### src/rtl/cofre_controlador_pkg.sv
// Shared definitions for the safe controller: state encoding and counter sizing.
package cofre_controlador_pkg;

  typedef enum logic [1:0] {
    Fechado   = 2'd0,
    Aberto    = 2'd1,
    Bloqueado = 2'd2
  } estado_t;

  // Bits needed to hold the values 0..max_valor (at least one bit).
  function automatic int unsigned larg_contador(input int unsigned max_valor);
    return (max_valor < 1) ? 1 : $clog2(max_valor + 1);
  endfunction

endpackage

### src/rtl/cofre_controlador_comparador_tol.sv
// Combinational compare of password (a) and attempt (b): exact magnitude, sign,
// equality and "near within TOL".
module comparador_tol #(
  parameter int unsigned WIDTH = 4,
  parameter int unsigned TOL   = 3
) (
  input  logic [WIDTH-1:0] a,
  input  logic [WIDTH-1:0] b,
  output logic [WIDTH-1:0] diferenca,
  output logic             sinal,
  output logic             igual,
  output logic             perto
);

  logic [WIDTH:0] sub;

  // One extra bit keeps the borrow so the magnitude never wraps.
  always_comb begin
    sub       = {1'b0, a} - {1'b0, b};
    sinal     = sub[WIDTH];
    diferenca = sinal ? (b - a) : sub[WIDTH-1:0];
    igual     = (a == b);
    perto     = !igual && (32'(diferenca) <= TOL);
  end

endmodule

### src/rtl/cofre_controlador.sv
// Safe controller: edge-detected submit, password compare, consecutive wrong-attempt
// counter with timed lockout, and password reprogramming while open.
module cofre_controlador
  import cofre_controlador_pkg::*;
#(
  parameter int unsigned     WIDTH       = 4,
  parameter int unsigned     TOL         = 3,
  parameter int unsigned     MAX_TENT    = 3,
  parameter int unsigned     LOCK_CYCLES = 16,
  parameter logic [WIDTH-1:0] SENHA_RESET = '0
) (
  input  logic                             clock,
  input  logic                             reset,
  input  logic [WIDTH-1:0]                 tentativa,
  input  logic                             confirma,
  input  logic                             prog,
  output logic                             led0,
  output logic                             led1,
  output logic                             led2,
  output logic [WIDTH-1:0]                 diferenca,
  output logic                             sinal,
  output logic                             bloqueado,
  output logic [$clog2(MAX_TENT+1)-1:0]    restantes
);

  localparam int unsigned RW = $clog2(MAX_TENT + 1);
  localparam int unsigned TW = larg_contador(LOCK_CYCLES);
  localparam logic [RW-1:0] RestMax  = RW'(MAX_TENT);
  localparam logic [TW-1:0] TimerMax = TW'(LOCK_CYCLES);

  estado_t          estado_q, estado_d;
  logic [WIDTH-1:0] senha_q, senha_d;
  logic [WIDTH-1:0] dif_q, dif_d;
  logic             sinal_q, sinal_d;
  logic             led1_q, led1_d;
  logic             led2_q, led2_d;
  logic [RW-1:0]    rest_q, rest_d;
  logic [TW-1:0]    timer_q, timer_d;
  logic             conf_q;
  logic             evento;

  logic [WIDTH-1:0] cmp_dif;
  logic             cmp_sinal, cmp_igual, cmp_perto;

  comparador_tol #(
    .WIDTH (WIDTH),
    .TOL   (TOL)
  ) u_cmp (
    .a         (senha_q),
    .b         (tentativa),
    .diferenca (cmp_dif),
    .sinal     (cmp_sinal),
    .igual     (cmp_igual),
    .perto     (cmp_perto)
  );

  assign evento = confirma & ~conf_q;

  // Next-state logic: events are acted on only outside lockout.
  always_comb begin
    estado_d = estado_q;
    senha_d  = senha_q;
    dif_d    = dif_q;
    sinal_d  = sinal_q;
    led1_d   = led1_q;
    led2_d   = led2_q;
    rest_d   = rest_q;
    timer_d  = timer_q;
    case (estado_q)
      Fechado: begin
        if (evento) begin
          dif_d   = cmp_dif;
          sinal_d = cmp_sinal;
          if (cmp_igual) begin
            estado_d = Aberto;
            led1_d   = 1'b0;
            led2_d   = 1'b0;
            rest_d   = RestMax;
          end else begin
            led2_d = 1'b1;
            led1_d = cmp_perto;
            if (rest_q <= RW'(1)) begin
              rest_d   = '0;
              estado_d = Bloqueado;
              timer_d  = TimerMax;
            end else begin
              rest_d = rest_q - RW'(1);
            end
          end
        end
      end
      Aberto: begin
        if (evento) begin
          if (prog) senha_d = tentativa;
          estado_d = Fechado;
        end
      end
      Bloqueado: begin
        timer_d = timer_q - TW'(1);
        // Guarding with <= also recovers from a corrupted zero timer.
        if (timer_q <= TW'(1)) begin
          timer_d  = '0;
          estado_d = Fechado;
          rest_d   = RestMax;
          led1_d   = 1'b0;
          led2_d   = 1'b0;
        end
      end
      default: estado_d = Fechado;
    endcase
  end

  // State and datapath registers.
  always_ff @(posedge clock or posedge reset) begin
    if (reset) begin
      estado_q <= Fechado;
      senha_q  <= SENHA_RESET;
      dif_q    <= '0;
      sinal_q  <= 1'b0;
      led1_q   <= 1'b0;
      led2_q   <= 1'b0;
      rest_q   <= RestMax;
      timer_q  <= '0;
      conf_q   <= 1'b0;
    end else begin
      estado_q <= estado_d;
      senha_q  <= senha_d;
      dif_q    <= dif_d;
      sinal_q  <= sinal_d;
      led1_q   <= led1_d;
      led2_q   <= led2_d;
      rest_q   <= rest_d;
      timer_q  <= timer_d;
      conf_q   <= confirma;
    end
  end

  assign led0      = (estado_q == Aberto);
  assign bloqueado = (estado_q == Bloqueado);
  assign led1      = led1_q;
  assign led2      = led2_q;
  assign diferenca = dif_q;
  assign sinal     = sinal_q;
  assign restantes = rest_q;

endmodule

### config.mk
export PLATFORM = sky130hd
export DESIGN_NAME = cofre_controlador
export DESIGN_NICKNAME = d
export VERILOG_FILES = /design/src/rtl/cofre_controlador_pkg.sv /design/src/rtl/cofre_controlador_comparador_tol.sv /design/src/rtl/cofre_controlador.sv
export SDC_FILE = /design/constraint.sdc
export NUM_CORES = 1
export LEC_CHECK = 0
export CAP_MARGIN = 20
export CORE_MARGIN = 1.5
export CORE_UTILIZATION = 57
export DETAILED_ROUTE_END_ITERATION = 8
export PLACE_DENSITY = 0.83
export SYNTH_ARGS = -nofsm -noshare
export SYNTH_HDL_FRONTEND = slang
export SYNTH_HIERARCHICAL = 1
export SYNTH_SLANG_ARGS = --single-unit
### constraint.sdc
create_clock -name clock -period 3.7 [get_ports clock]
set_clock_uncertainty 0.15 [all_clocks]
set_input_delay 0.37 -clock clock [delete_from_list [all_inputs] [get_ports clock]]
set_output_delay 0.37 -clock clock [all_outputs]
set_load 0.03 [all_outputs]
==> results.sh, run 1 <==
export IMPL_status="finished clean"
export IMPL_yosysTopAreaCell="dfrtp_1"
export IMPL_cts_path_max_buffers=2
export IMPL_final_net_count=167
export IMPL_root_buffer="clkbuf_4"
export IMPL_wl_um=2390
export IMPL_slew_headroom_pct=48.3
export IMPL_grt_use_total_pct=22.4
export IMPL_layout_drive_gt1_share_pct=12.9
export IMPL_die_y_um=50.2
export IMPL_synthDistinctLibCells=38
export IMPL_min_period_over_period_pct=70.0
export IMPL_drv_slew=0
export IMPL_ys_warn_count=6
export IMPL_die_area_um2=2520
export IMPL_synthArstFlopShare_pct=100
export IMPL_worstHoldPathType="in -> async"
export IMPL_arrival_ns=2.67
export IMPL_core_area_um2=2020
export IMPL_first_pass_iters=4
export IMPL_hold_buffers=0
export IMPL_synth_area_leaders="dfrtp_1 37%, ha_1 8.9%, mux2_2 8.0%"
export IMPL_grt_pass1_wl_um=4340
export IMPL_setup_viol=0
export IMPL_cp_start_kind="input port"
export IMPL_diodes=0
export IMPL_cts_resized=0
export IMPL_ys_seq_area_share_pct=41.6
export IMPL_hpwl_um=1870
export IMPL_worst_path_max_delay_cell="clkdlybuf4s50_1"
export IMPL_syn_mean_instance_area_um2=10.1
export IMPL_p_per_area_nw_per_um2=654
export IMPL_fp_row_count=16
export IMPL_drc=0
export IMPL_grt_start_max_net_pins=22
export IMPL_start_util_pct=62.7
export IMPL_drt_iter0_markers=31
export IMPL_crit_buf_inv=2
export IMPL_insertion_delay_ns=0.30
export IMPL_hold_ws_ns=0.346
export IMPL_cts_sinks=21
export IMPL_ir_drop_mv=0.558
export IMPL_power_mw=0.984
export IMPL_portBuffers=18
export IMPL_io_pin_count=19
export IMPL_synth_fp_nets=145
export IMPL_layout_common_cells="19 x dfrtp_1, 18 x clkdlybuf4s50_1, 17 x inv_1"
export IMPL_worstMarginPinSlew_ns=0.774
export IMPL_worst_slack_ns=1.11
export IMPL_critPathMaxStageDelay_ns=0.44
export IMPL_postRouteAntennaNets=0
export IMPL_period_needed_ns=2.59
export IMPL_rr_worst_depth=10
export IMPL_synth_ff_type="dfrtp_1"
export IMPL_cts_clk_slew_worst_paths_ns=0.12
export IMPL_via_per_inst=5.48
export IMPL_synth_area_um2=1270
export IMPL_gp_congestion=0.858
export IMPL_synth_edf_count=0
export IMPL_max_cap_viol_count=0
export IMPL_post_cts_buffers=0
export IMPL_ys_seq_elements=21
export IMPL_num_fill_cells=151
export IMPL_rsz0062_at_grt="no"
export IMPL_synth_top_area_share_pct=37.5
export IMPL_final_util_pct=74.4
export IMPL_grt_pass1_vias=979
export IMPL_cts_tree="done"
export IMPL_routed_via_count=953
export IMPL_antenna_found_initial=0
export IMPL_synthCells=126
export IMPL_p_leak_nw=0.661
export IMPL_crit_chain="clkdlybuf4s50_1 > ha_1 > fa_1 > nand2b_2 > a21oi_4 > mux2i_1 > or3_1 > a21oi_1 > inv_1 > o22ai_1"
export IMPL_crit_cells=10
export IMPL_cp_top_family="adder cells"
export IMPL_overflow=0
export IMPL_critPathKind="in -> reg"
export IMPL_htree_levels=1
export IMPL_fmax_mhz=386
export IMPL_final_common_cell="dfrtp_1"
export IMPL_end_kind="flip-flop"
export IMPL_cp_required_ns=3.78
export IMPL_dp_slack_ns=0.803
export IMPL_die_w_um=50.2
export IMPL_area_delta_synth_final_pct=18.6
export IMPL_hold_violations=0
export IMPL_detail_route_wl_per_cell_um=13.7
export IMPL_cp_max_fo=3
export IMPL_setup_tns_final_ns=0
export IMPL_cts_buffers=3
-- metrics by stage --
step | std cells | area (µm²)
after floorplan | 126 | 1270
after global placement | 170 | 1480
after detailed placement | 170 | 1480
after CTS | 174 | 1510
after global routing | 174 | 1510
final | 174 | 1510
-- worst reg2reg max path: cells and delay by family, from the launching register on --
kind,cells,cell delay (ns)
AO/OA/AOI/OAI,3,0.46
flip-flops,1,0.38
buffers and inverters,2,0.10
adder cells (fa/ha/maj),2,0.63
multiplexers,1,0.14
AND/OR/NAND/NOR,2,0.60
-- power breakdown --
| group | switching (mW) | internal, mW |
|---|---|---|
| clock | 0.0679 | 0.0419 |
| sequential | 0.0764 | 0.320 |
| combinational | 0.264 | 0.215 |
-- worst paths after layout --
kind	start	end	slack, ns
worst max-delay path	tentativa[0]	led1$_DFFE_PP0P_	1.11
worst max register to register	senha_q[0]$_DFFE_PP0P_	led1$_DFFE_PP0P_	1.19
min in group clock	diferenca[2]$_DFFE_PP0P_	diferenca[2]$_DFFE_PP0P_	0.37
max in group asynchronous	reset	sinal$_DFFE_PP0P_	2.57
worst min-delay path	reset	timer_q[2]$_DFFE_PP0P_	0.35
worst min register to register	diferenca[2]$_DFFE_PP0P_	diferenca[2]$_DFFE_PP0P_	0.37
-- sequential cells by signal, indices dropped and copies added, names as in the netlist --
signal,flops
sinal,1
led1,1
estado_q,2
senha_q,4
timer_q,5
conf_q,1
diferenca,4
restantes,2
led2,1
-- routing by layer --
metal | vias up | GRT usage (%) | part of all wire, %
met1 | 450 | 31.1 | 45
met4 | 0 | 3.70 | 0.46
met3 | 2 | 3.57 | 4.4
li1 | 476 | - | -
met5 | - | 0 | 0
met2 | 25 | 37.5 | 50
-- area by class of cell --
| type | instances | area (µm²) | area share, % |
|---|---|---|---|
| Tap cell | 27 | 33.8 | 2.24 |
| Multi-Input combinational cell | 87 | 673 | 44.7 |
| Sequential cell | 21 | 528 | 35.1 |
| Clock buffer | 4 | 26.3 | 1.75 |
| Timing Repair Buffer | 18 | 180 | 12.0 |
| Inverter | 17 | 63.8 | 4.24 |
-- cell usage after synthesis (2+ instances only) --
master,n
a21oi_1,5
dfrtp_1,19
dfstp_2,2
fa_1,2
ha_1,9
inv_1,17
mux2_2,9
mux2i_1,2
nand2_1,7
nand2b_1,2
nand3_1,2
nor2_1,8
nor2b_1,4
o21ai_0,9
o21bai_1,2
or3_1,4
xor2_1,2
-- kinds of logic after synthesis --
kind of cell / Yosys count / share of synthesized area [%]
simple gates: 36 / 15.6
flops: 21 / 41.6
fa+ha+maj: 11 / 12.0
mux: 11 / 9.57
compound gates: 26 / 13.8
xor+xnor: 3 / 2.07
buf+inv: 18 / 5.33
No activity file was read; power rests on OpenSTA's default activity.
==> run 2: changes to the inputs <==
--- a/config.mk
+++ b/config.mk
@@ -7,9 +7,9 @@
 export LEC_CHECK = 0
 export CAP_MARGIN = 20
 export CORE_MARGIN = 1.5
-export CORE_UTILIZATION = 57
+export CORE_UTILIZATION = 48
 export DETAILED_ROUTE_END_ITERATION = 8
-export PLACE_DENSITY = 0.83
+export PLACE_DENSITY = 0.75
 export SYNTH_ARGS = -nofsm -noshare
 export SYNTH_HDL_FRONTEND = slang
 export SYNTH_HIERARCHICAL = 1
==> constraint.sdc (replaced) <==
create_clock -name clock -period 2.1 [get_ports clock]
set_clock_uncertainty 0.15 [all_clocks]
set_input_delay 0.21 -clock clock [delete_from_list [all_inputs] [get_ports clock]]
set_output_delay 0.21 -clock clock [all_outputs]
set_load 0.03 [all_outputs]
==> run 2 against run 1 <==
The run now ends with setup timing left. Global-route usage shrank 1.5 points. Count of clock-buffer cells in the layout did not move. Register-to-register slack got worse by 1.4 ns. Hold slack got worse by 0.28 ns. Critical path depth stayed put. Die area grew 18%. Largest cell class unchanged.
==> results.sh, run 2 (synthesis gave the netlist of run 1 again) <==
export IMPL_drv_slew=0
export IMPL_end_kind="flip-flop"
export IMPL_detail_route_wl_per_cell_um=12.9
export IMPL_wl_um=2600
export IMPL_fp_row_count=18
export IMPL_p_per_area_nw_per_um2=1050
export IMPL_cp_max_fo=3
export IMPL_final_common_cell="buf_4"
export IMPL_area_delta_synth_final_pct=37.1
export IMPL_final_net_count=191
export IMPL_routed_via_count=1053
export IMPL_largest_reg_flops=5
export IMPL_postLayoutCellArea_um2=1740
export IMPL_portBuffers=18
export IMPL_slew_headroom_pct=71.8
export IMPL_first_pass_iters=4
export IMPL_grt_pass1_vias=997
export IMPL_overflow=0
export IMPL_cpMostUsedCell="inv_1"
export IMPL_worst_path_max_delay_cell="or3_1"
export IMPL_hold_violations=0
export IMPL_grt_use_total_pct=20.9
export IMPL_max_cap_viol_count=0
export IMPL_largest_register="timer_q"
export IMPL_core_area_um2=2500
export IMPL_root_buffer="clkbuf_4"
export IMPL_worstHoldPathType="in -> async"
export IMPL_crit_chain="inv_1 > ha_2 > fa_2 > nand2b_4 > a21oi_4 > mux2i_2 > or3_1 > a21oi_2 > inv_1 > o22ai_2"
export IMPL_arrival_ns=2.40
export IMPL_htree_levels=1
export IMPL_final_instance_count_excl_fill=201
export IMPL_postRouteAntennaNets=0
export IMPL_fmax_mhz=434
export IMPL_postPlaceCellArea_um2=1650
export IMPL_rr_worst_depth=10
export IMPL_gp_congestion=0.884
export IMPL_drc=0
export IMPL_grt_pass1_wl_um=4350
export IMPL_hold_buffers=0
export IMPL_period_needed_ns=2.30
export IMPL_start_util_pct=50.8
export IMPL_cts_tree="done"
export IMPL_die_w_um=54.4
export IMPL_hpwl_um=1930
export IMPL_insertion_delay_ns=0.31
export IMPL_ir_drop_mv=0.846
export IMPL_cts_sinks=21
export IMPL_antenna_found_initial=0
export IMPL_cp_required_ns=2.20
export IMPL_cts_clk_slew_worst_paths_ns=0.12
export IMPL_worst_slack_ns=-0.205
export IMPL_via_per_inst=5.24
export IMPL_status="complete, but fails checks"
export IMPL_num_fill_cells=204
export IMPL_p_leak_nw=0.811
export IMPL_die_area_um2=2960
export IMPL_diodes=0
export IMPL_io_pin_count=19
export IMPL_cts_path_max_buffers=2
export IMPL_drt_iter0_markers=16
export IMPL_die_y_um=54.4
export IMPL_layout_common_cells="24 x buf_4, 19 x dfrtp_1, 17 x inv_1, 17 x clkdlybuf4s50_1"
export IMPL_cts_buffers=3
export IMPL_rsz0062_at_grt="yes"
export IMPL_worstMarginPinSlew_ns=0.416
export IMPL_placedCellCount=193
export IMPL_critPathMaxStageDelay_ns=0.39
export IMPL_violations="setup timing"
export IMPL_layout_drive_gt1_share_pct=30.4
export IMPL_setup_viol=4
export IMPL_grt_start_max_net_pins=22
export IMPL_min_period_over_period_pct=110
export IMPL_critPathKind="reg -> reg"
export IMPL_cp_start_kind="flip-flop"
run 2: final timing paths:
kind	endpoint	slack [ns]	from
setup / recovery	led1$_DFFE_PP0P_	-0.20	senha_q[0]$_DFFE_PP0P_
hold / removal	timer_q[0]$_DFFE_PP0P_	0.06	reset
setup reg to reg	led1$_DFFE_PP0P_	-0.20	senha_q[0]$_DFFE_PP0P_
hold reg to reg	diferenca[0]$_DFFE_PP0P_	0.37	diferenca[0]$_DFFE_PP0P_
max in group asynchronous	restantes[0]$_DFFE_PP1P_	1.47	reset
min in group clock	conf_q$_DFF_PP0_	0.35	confirma
run 2: worst max-delay path: cells and delay by family, from the launching register on:
kind            cells  cell delay (ns)
buf+inv             2             0.11
compound gates      3             0.41
mux                 1             0.09
fa+ha+maj           2             0.55
flops               1             0.37
simple gates        2             0.55
run 2: timing repair:
item | 4_1_cts | 5_1_grt
setup buffers | 3 | 1
setup endpoints to repair | 5 | 10
resized for setup | 5 | 4
pin swaps | 6 | 5
run 2: area by class of cell:
class                      count  area (µm²)  share of cell area, %
clock buffer                   4        26.3                   1.51
tap                           30        37.5                   2.16
sequential                    21         528                   30.4
inverter                      17        63.8                   3.67
timing repair buffer          42         359                   20.6
multi-input combinational     87         724                   41.7
run 2: through the flow:
stage / setup TNS [ns] / hold WS (ns) / total power, mW / util [%] / setup WS (ns)
floorplan: -0.189 / 0.0350 / 1.25 / - / -0.140
global placement: -2.71 / 0.340 / 1.56 / 65.9 / -0.425
detailed placement: -3.04 / 0.345 / 1.58 / 65.9 / -0.461
CTS: -0.312 / 0.0695 / 1.81 / 68.5 / -0.156
global route: -1.33 / 0.0775 / 1.96 / 69.6 / -0.356
finish: -0.467 / 0.0646 / 1.82 / 69.6 / -0.205
run 2: power breakdown:
group / switching, mW / leakage (nW) / internal, mW
sequential: 0.126 / 0.253 / 0.564
clock: 0.131 / 0.0150 / 0.0744
combinational: 0.490 / 0.543 / 0.437
total: 0.747 / 0.811 / 1.08
run 2: per-layer routing:
layer  up-vias  track usage (%)  part of all wire (%)
li1        523                -                     -
met1       497             27.1                    47
met2        28             33.3                    46
met3         5             3.55                   4.5
met4         0             11.3                   2.0
met5         -                0                     0
